File: config.mk
export PLATFORM = sky130hd
export DESIGN_NAME = cpu_control_fsm
export DESIGN_NICKNAME = d
export VERILOG_FILES = /design/src/rtl/cpu_control_fsm.sv
export SDC_FILE = /design/constraint.sdc
export NUM_CORES = 1
export LEC_CHECK = 0
export ABC_CLOCK_PERIOD_IN_PS = 2930
export CAP_MARGIN = 20
export CORE_MARGIN = 1.5
export CORE_UTILIZATION = 39
export CTS_CLUSTER_SIZE = 28
export DETAILED_ROUTE_END_ITERATION = 12
export GPL_TIMING_DRIVEN = 0
export PLACE_DENSITY_LB_ADDON = 0.08
export SLEW_MARGIN = 20
export SYNTH_ARGS = -nofsm -noshare
export SYNTH_HDL_FRONTEND = slang
export SYNTH_SLANG_ARGS = --single-unit
File: constraint.sdc
create_clock -name clk -period 2.93 [get_ports clk]
set_input_delay 0.7325 -clock clk [delete_from_list [all_inputs] [get_ports clk]]
set_output_delay 0.7325 -clock clk [all_outputs]
set_load 0.02 [all_outputs]
File: src/rtl/cpu_control_fsm.sv
// Multi-cycle control FSM for a tiny 8-bit accumulator-style CPU: fetch, decode, execute, writeback.
// Optional build macro ILLEGAL_TRAP_EN traps opcodes 0x5-0xE into HALT and raises illegal.
module cpu_control_fsm #(
    parameter logic [7:0] PC_LAST = 8'h06
) (
    input  logic       clk,
    input  logic       reset,
    input  logic       run,
    output logic       instr_req,
    input  logic       instr_valid,
    input  logic [7:0] instr_data,
    input  logic [7:0] pc_in,
    output logic       pc_write_enable,
    output logic       rf_write_enable,
    output logic [1:0] rf_write_addr,
    output logic [1:0] rf_read_addr1,
    output logic [1:0] rf_read_addr2,
    output logic [1:0] alu_op,
    output logic       wb_sel,
    output logic [7:0] imm_out,
    output logic       halted,
    output logic       illegal
);

    typedef enum logic [2:0] {
        S_IDLE,
        S_FETCH,
        S_DECODE,
        S_FETCH_IMM,
        S_EXECUTE,
        S_WRITEBACK,
        S_HALT
    } state_t;

    localparam logic [3:0] OP_ADD = 4'h1;
    localparam logic [3:0] OP_SUB = 4'h2;
    localparam logic [3:0] OP_MOV = 4'h3;
    localparam logic [3:0] OP_LDI = 4'h4;
    localparam logic [3:0] OP_HLT = 4'hF;

    state_t     state;
    state_t     next_state;
    logic [7:0] instr;
    logic [3:0] opcode;
    logic [1:0] rd;
    logic [1:0] rs;
    logic       trap;
    logic       writes_rd;
    logic [1:0] alu_code;
    logic       fetch_accept;
    logic       imm_accept;

    assign opcode       = instr[7:4];
    assign rd           = instr[3:2];
    assign rs           = instr[1:0];
    assign fetch_accept = (state == S_FETCH) && instr_valid;
    assign imm_accept   = (state == S_FETCH_IMM) && instr_valid;

    // NOTE: every signal written here gets a default first so no path leaves it unassigned (no latch).
    always_comb begin
        next_state = state;
        trap       = 1'b0;
        writes_rd  = 1'b0;
        alu_code   = 2'b00;

`ifdef ILLEGAL_TRAP_EN
        trap = (opcode >= 4'h5) && (opcode <= 4'hE);
`endif

        case (opcode)
            OP_ADD: begin alu_code = 2'b01; writes_rd = 1'b1; end
            OP_SUB: begin alu_code = 2'b10; writes_rd = 1'b1; end
            OP_MOV: begin alu_code = 2'b00; writes_rd = 1'b1; end
            OP_LDI: begin alu_code = 2'b00; writes_rd = 1'b1; end
            default: begin alu_code = 2'b00; writes_rd = 1'b0; end
        endcase

        case (state)
            S_IDLE:      if (run) next_state = S_FETCH;
            S_FETCH:     if (instr_valid) next_state = S_DECODE;
            S_DECODE: begin
                if (opcode == OP_LDI)               next_state = S_FETCH_IMM;
                else if ((opcode == OP_HLT) || trap) next_state = S_HALT;
                else                                 next_state = S_EXECUTE;
            end
            S_FETCH_IMM: if (instr_valid) next_state = S_EXECUTE;
            S_EXECUTE:   next_state = S_WRITEBACK;
            S_WRITEBACK: next_state = (pc_in == PC_LAST) ? S_HALT : S_FETCH;
            S_HALT:      next_state = S_HALT;
            default:     next_state = S_IDLE;
        endcase
    end

    // Outputs are registered one stage behind the state that owns them, so the
    // write pulse lands in the cycle after WRITEBACK and never meets a PC pulse.
    // NOTE: sequential state uses non-blocking assignments only.
    always_ff @(posedge clk or posedge reset) begin
        if (reset) begin
            state           <= S_IDLE;
            instr           <= 8'h00;
            instr_req       <= 1'b0;
            pc_write_enable <= 1'b0;
            rf_write_enable <= 1'b0;
            rf_write_addr   <= 2'b00;
            rf_read_addr1   <= 2'b00;
            rf_read_addr2   <= 2'b00;
            alu_op          <= 2'b00;
            wb_sel          <= 1'b0;
            imm_out         <= 8'h00;
            halted          <= 1'b0;
        end else begin
            state           <= next_state;
            instr_req       <= (next_state == S_FETCH) || (next_state == S_FETCH_IMM);
            pc_write_enable <= fetch_accept || imm_accept;
            if (fetch_accept) instr   <= instr_data;
            if (imm_accept)   imm_out <= instr_data;
            if (state == S_DECODE) begin
                rf_read_addr1 <= rd;
                rf_read_addr2 <= rs;
            end
            alu_op          <= (state == S_EXECUTE) ? alu_code : 2'b00;
            wb_sel          <= (state == S_EXECUTE) && (opcode == OP_LDI);
            rf_write_enable <= (state == S_WRITEBACK) && writes_rd;
            rf_write_addr   <= ((state == S_WRITEBACK) && writes_rd) ? rd : 2'b00;
            halted          <= halted || (next_state == S_HALT);
        end
    end

`ifdef ILLEGAL_TRAP_EN
    always_ff @(posedge clk or posedge reset) begin
        if (reset) illegal <= 1'b0;
        else       illegal <= illegal || ((state == S_DECODE) && trap);
    end
`else
    assign illegal = 1'b0;
`endif

endmodule

Word-level counts from Yosys, hierarchy flattened
Index checks and enable logic that the tools add are counted.
{"block": "totals", "out_inout_bits": 22, "ff_bits": 32}
{"block": "classes", "n_reduce_logical": 9, "n_eq_ne": 15, "muxes": 11}
{"operator": "$pmux 3 s7", "n": 1}
{"operator": "$mux 3", "n": 5}
{"operator": "$eq 3x3->1 const B", "n": 4}
{"operator": "$eq 3x2->1 const B", "n": 3}
{"operator": "$eq 4x2->1 const B", "n": 2}
{"operator": "$eq 8x3->1 const B", "n": 1}
{"operator": "$eq 3x1->1 const B", "n": 2}
{"operator": "$mux 2", "n": 3}
{"operator": "$eq 4x1->1 const B", "n": 1}
{"operator": "$eq 4x3->1 const B", "n": 1}
{"operator": "$eq 4x4->1 const B", "n": 1}
{"operator": "$logic_and 1x1->1", "n": 4}
{"operator": "$pmux 2 s2", "n": 1}
{"operator": "$reduce_or 4->1", "n": 1}
{"operator": "$logic_not 3->1", "n": 1}
{"operator": "$logic_or 1x1->1", "n": 3}
{"operator": "$mux 1", "n": 1}

Depth between registers and ports, before layout
Gate-level depths: netlist of run 1.
{"block": "logic_depth", "ltp_word": 6, "ltp_mapped": 5, "ltp_nobuf": 3}

Least setup slack after synthesis of run 1
OpenSTA, ideal clock, no wires.
{"block": "synth_timing", "path_kind": "input to register", "from": "input port pc_in[5]", "to": "register state[2]", "arrival_time_ns": 1.805, "path_slack_ns": 1.038, "setup_ns": 0.087, "cell_stages": 3, "n_path_buf": 0, "required_time_ns": 2.843, "path_cell_list": "or4_4 > or4_1 > o211ai_1"}
{"block": "synth_via", "elab_chain_cells": 3}
{"item": "start: declaration", "line_no": "12", "text": "input logic [7:0] pc_in,"}
{"item": "$eq 8x3->1", "line_no": "88", "text": "S_WRITEBACK: next_state = (pc_in == PC_LAST) ? S_HALT : S_FETCH;"}
{"item": "$mux 3", "line_no": "88"}
{"item": "$pmux 3 s7", "line_no": "78", "text": "case (state)"}
{"item": "named net next_state[2]", "line_no": "42", "text": "state_t next_state;"}
{"item": "end signal: assignment", "line_no": "112", "text": "state <= next_state;"}
{"item": "end: declaration", "line_no": "41", "text": "state_t state;"}
The timed path passes the listed nets, and every way through them passes these cells.
A chain may end at the register's enable or synchronous reset.

Final worst setup path of run 1
Ends and elaborated chain as after synthesis.

==> results.md, run 1 <==
Critical path:
- The largest single stage delay on the critical path is 0.54 ns.
- The data arrival time of the critical path is 2.30 ns.
- Counting buffers and inverters, the worst setup path is 4 cells deep.
- The total buffers and inverters traversed by the critical path is 1.
- The cell depth of the worst flop-to-flop path is 4.
- The nature of the critical path endpoint is a register.
- STA classifies the critical path startpoint as an input port.
- The critical path starts at pc_in[5].
- By startpoint and endpoint, the worst setup path is classified as input port to register.
- The cell family contributing the most delay on the critical path is simple AND/OR/NAND/NOR gates.
- Traced cell by cell, the critical path runs through clkdlybuf4s50_1 > or4_4 > or4_1 > o211ai_1.
- Along the worst path, the maximum fanout reaches 3.
- The critical path's slowest cell is sky130_fd_sc_hd__or4_4.
- The critical path data required time is 3.15 ns.
- The source of the worst register-to-register timing path is instr[4].

Pwr:
- The peak supply drop is 0.5080 mV.
- In this run switching power makes up 36.47% of total power.
- The total chip power is 1.772 mW.
- Power spread over the standard cell area amounts to 931.7 nW/um2.
- The share of total power dissipated in sequential elements is 39.4%.
- The internal power of the cells is 1.126 mW.
- The power dissipated by switching net loads is 646.3 uW.
- The fraction of power consumed by the clock network is 15.1%.
- In this run the static leakage power is 0.8146 nW.
- Per report_power, the combinational group accounts for 45.5% of the total.

Hold path:
- The type of the worst min-delay path is register to register.
- The startpoint identified for the worst hold timing path is instr[1].
- Along the worst hold path, the cell count comes to 1.

Run status:
- The run finished with clean final reports.

Finish:
- The final antenna diode count is 0.
- The multi-input combinational cell area is 526.8 um2.
- In the final layout, flip-flops and latches occupy 800.8 um2.
- The total of fill cells in the finished design is 323.
- The area growth from synthesis to final layout is 37.68%.
- In the final layout, the share of cells above drive strength 1 is 10.26%.
- The post-layout net count is 175.

Synth:
- The proportion of register bits with asynchronous set or reset after synthesis is 100.0%.
- In the post-synthesis netlist, the biggest area contributors are sky130_fd_sc_hd__dfrtp_1 (58%), sky130_fd_sc_hd__mux2_1 (15%), sky130_fd_sc_hd__buf_2 (1.4%).
- The average footprint of a synthesized cell is 12.79 um2.
- Summing the areas of all and, or, nand and nor instances in the mapped netlist gives 16.39% of the synthesized area.
- Yosys mapped the design onto 38 distinct sky130hd cell types.
- The biggest area consumer among synthesized cells is sky130_fd_sc_hd__dfrtp_1.
- The XOR/XNOR share of the synthesized area is 0%.
- The multiplexer area fraction after synthesis is 15.49%.
- The total number of yosys warnings is 0.
- The portion of the post-synthesis area used by sequential elements is 57.97%.
- In the synthesized netlist, the number of instances is 108.
- By area, the combinational part of the netlist is dominated by simple AND/OR/NAND/NOR gates.
- In this run, synthesis inferred 0 flip-flops with an integrated enable.
- The top flip-flop cell by instance count after synthesis is sky130_fd_sc_hd__dfrtp_1.
- The post-synthesis share of cell area spent on full adders, half adders and majority gates is 0%.
- By count the netlist is led by sky130_fd_sc_hd__dfrtp_1 (32), sky130_fd_sc_hd__mux2_1 (19), sky130_fd_sc_hd__nor2_1 (5), sky130_fd_sc_hd__buf_2 (4).
- The fraction of the mapped netlist area in compound gates is 5.978%.
- After synthesis the cells add up to 1381 um2.
- The area share of the leading cell type in the synthesized netlist is 57.97%.
- The total nets after synthesis is 128.
- Among all cell types in the netlist, the one instantiated most often is sky130_fd_sc_hd__dfrtp_1.
- Synthesis inferred 32 register bits.

Route:
- The final layout contains routed wiring with a total length of 2669 um.
- For this run, design rule violations remaining after detail routing come to 0.
- In the final routed layout, each cell accounts on average for 13.21 um.
- The residual antenna-violating net count after detailed routing is 0.
- The violation count after the first detailed-routing iteration is 15.
- Before antenna repair, the detailed router went through 4 iterations.
- The total number of vias is 988.
- The detail-routed via count per cell is 4.891.

Timing:
- The relative slew slack is 57.84%.
- At the pin with the least slew margin, the transition time is 0.6315 ns.
- Setup repair after global routing left no endpoint under its margin.
- The final count of pins violating max slew is 0.
- The setup slack after layout is 0.8517 ns.
- The worst clock skew is 0.01262 ns.
- For the final routed database, the setup TNS stands at 0 ns.
- The number of setup violations in the final report is 0.
- Across all hold checks on the routed design, the worst slack comes to 0.4973 ns.
- The number of hold violations in the final report is 0.
- In the finished design, the share of the clock period the worst path needs comes to 70.93%.
- The maximum clock frequency is 481.2 MHz.
- The final critical-path required period is 2.078 ns.

GRT:
- The total routing resource utilization after global routing is 15.12%.
- The number of antenna violations at the first check in global routing is 0.
- Global routing finished with a remaining overflow of 0.
- The number of global-route vias before repair is 1,031.
- The first global-routing pass estimated 4574 um of wire.
- Entering global routing, the biggest net connects 33 pins.

Placed design:
- During placement, the flow inserted port buffers numbering 40.
- The congestion estimate from routability-driven global placement came to 0.8392.
- At the placement stage, the worst setup path has a slack of 0.5685 ns.
- Detailed placement finished with a half-perimeter wire length of 1919 um.

Die:
- The area of the core region is 3363 um2.
- From left edge to right edge, the die measures 62.52 um.
- Row generation in the floorplan step produced 21 rows.
- The area of the die is 3908 um2.
- The initial core utilization is 41.07%.
- The height of the chip is 62.52 um.
- The number of I/O pins is 42.

Flow run:
- The reported max-cap violation count is 0.

Clock network:
- The clock tree synthesis step divided the H-tree into 2 levels.
- The clock tree root buffer cell is sky130_fd_sc_hd__clkbuf_4.
- The number of clock buffers inserted by TritonCTS is 5.
- The clock latency of the later-clocked register in the worst-skew pair is 0.33 ns.
- For this design, the sink count on the clock tree is 32.
- The worst-case clock buffer depth is 2.
- The number of cells upsized or downsized after cts is 0.
- Clock-pin slew was measured on the worst setup and hold paths at 0.10 ns.
- TritonCTS built the clock tree.
- The count of hold buffers inserted by post-cts repair is 0.
- The buffer count from post-CTS setup fixing is 0.
per-layer routing:
metal | global-route usage [%] | share of wire [%]
met3 | 5.045 | 5.0
met5 | 0 | 0
met4 | 6.944 | 1.6
met1 | 18.41 | 43
met2 | 24.33 | 51
power groups by stage:
| stage | combinational [mW] | sequential (mW) | clock, mW |
|---|---|---|---|
| after floorplan | 0.374 | 0.819 | 0 |
| final | 0.807 | 0.698 | 0.267 |
| after global placement | 0.797 | 0.699 | 0 |
| after global routing | 0.881 | 0.722 | 0.298 |
| after detailed placement | 0.812 | 0.709 | 0 |
| after CTS | 0.820 | 0.700 | 0.278 |
cell usage in the layout (no fill, tap or decap), types with 3 or more instances in the layout:
cell,Yosys,routed
sky130_fd_sc_hd__nor2_1,5,5
sky130_fd_sc_hd__dfrtp_1,32,32
sky130_fd_sc_hd__clkdlybuf4s50_1,0,40
sky130_fd_sc_hd__clkbuf_4,0,5
sky130_fd_sc_hd__mux2_1,19,19
sky130_fd_sc_hd__o21ai_1,3,3
sky130_fd_sc_hd__clkbuf_1,3,4
sky130_fd_sc_hd__buf_2,4,4
sky130_fd_sc_hd__and3_1,3,3
registers in the layout, summed over array words and instances, names as in the netlist:
name	count
instr_req	1
halted	1
rf_read_addr1	2
imm_out	8
wb_sel	1
pc_write_enable	1
rf_read_addr2	2
rf_write_addr	2
alu_op	2
state	3
instr	8
rf_write_enable	1
through the flow:
step	area, um2	std cells	utilization (%)
2_1_floorplan	1381	108	-
3_3_place_gp	1839	194	54.69
3_5_place_dp	1839	194	54.69
4_1_cts	1902	202	56.55
5_1_grt	1902	202	56.55
6_report	1902	202	56.55
kinds of logic after synthesis:
logic type | count (synthesis)
AND/OR/NAND/NOR | 32
multiplexers | 19
other | 1
buffers and inverters | 12
AO/OA/AOI/OAI | 12
flip-flops | 32
worst paths after layout:
kind	end	slack (ns)
worst max-delay path	state[2]	0.85
worst min-delay path	instr[1]	0.50
worst max register to register	state[2]	1.31
worst min register to register	instr[1]	0.50
max in group asynchronous	state[2]	1.71
min in group asynchronous	rf_write_enable	0.80
final cells by class:
class	instances	area share [%]
Buffer	8	2.039
Clock buffer	7	2.895
Clock inverter	1	0.3947
Inverter	4	0.7895
Multi-Input combinational cell	64	27.70
Sequential cell	32	42.11
Tap cell	46	3.026
Timing Repair Buffer	40	21.05
(Power assumes the default switching activity.)
==> inputs of run 2 (changes only) <==
--- a/config.mk
+++ b/config.mk
@@ -5,7 +5,7 @@
 export SDC_FILE = /design/constraint.sdc
 export NUM_CORES = 1
 export LEC_CHECK = 0
-export ABC_CLOCK_PERIOD_IN_PS = 2930
+export ABC_CLOCK_PERIOD_IN_PS = 2000
 export CAP_MARGIN = 20
 export CORE_MARGIN = 1.5
 export CORE_UTILIZATION = 39
==> constraint.sdc (replaced) <==
create_clock -name clk -period 2 [get_ports clk]
set_input_delay 0.5 -clock clk [delete_from_list [all_inputs] [get_ports clk]]
set_output_delay 0.5 -clock clk [all_outputs]
set_load 0.02 [all_outputs]
==> results of run 2 <==
Same layout as run 1 (identical final DEF). Status: finished, final reports clean.
Main changes from that run: setup slack after placement 0.5685 ns -> -0.1290 ns; setup slack after layout 0.8517 ns -> 0.1542 ns; register-to-register setup slack 1.31 ns -> 0.38 ns; total power 1.772 mW -> 2.596 mW; worst IR drop on VDD 0.5080 mV -> 0.7443 mV
==> inputs of run 3 (changes only) <==
--- a/config.mk
+++ b/config.mk
@@ -6,7 +6,7 @@
 export NUM_CORES = 1
 export LEC_CHECK = 0
 export ABC_CLOCK_PERIOD_IN_PS = 2000
-export CAP_MARGIN = 20
+export CAP_MARGIN = 30
 export CORE_MARGIN = 1.5
 export CORE_UTILIZATION = 39
 export CTS_CLUSTER_SIZE = 28
==> results of run 3 <==
Same layout as run 1 (identical final DEF). Status: finished, final reports clean.
Main changes from that run: setup slack after placement 0.5685 ns -> -0.1290 ns; setup slack after layout 0.8517 ns -> 0.1542 ns; register-to-register setup slack 1.31 ns -> 0.38 ns; total power 1.772 mW -> 2.596 mW; worst IR drop on VDD 0.5080 mV -> 0.7443 mV
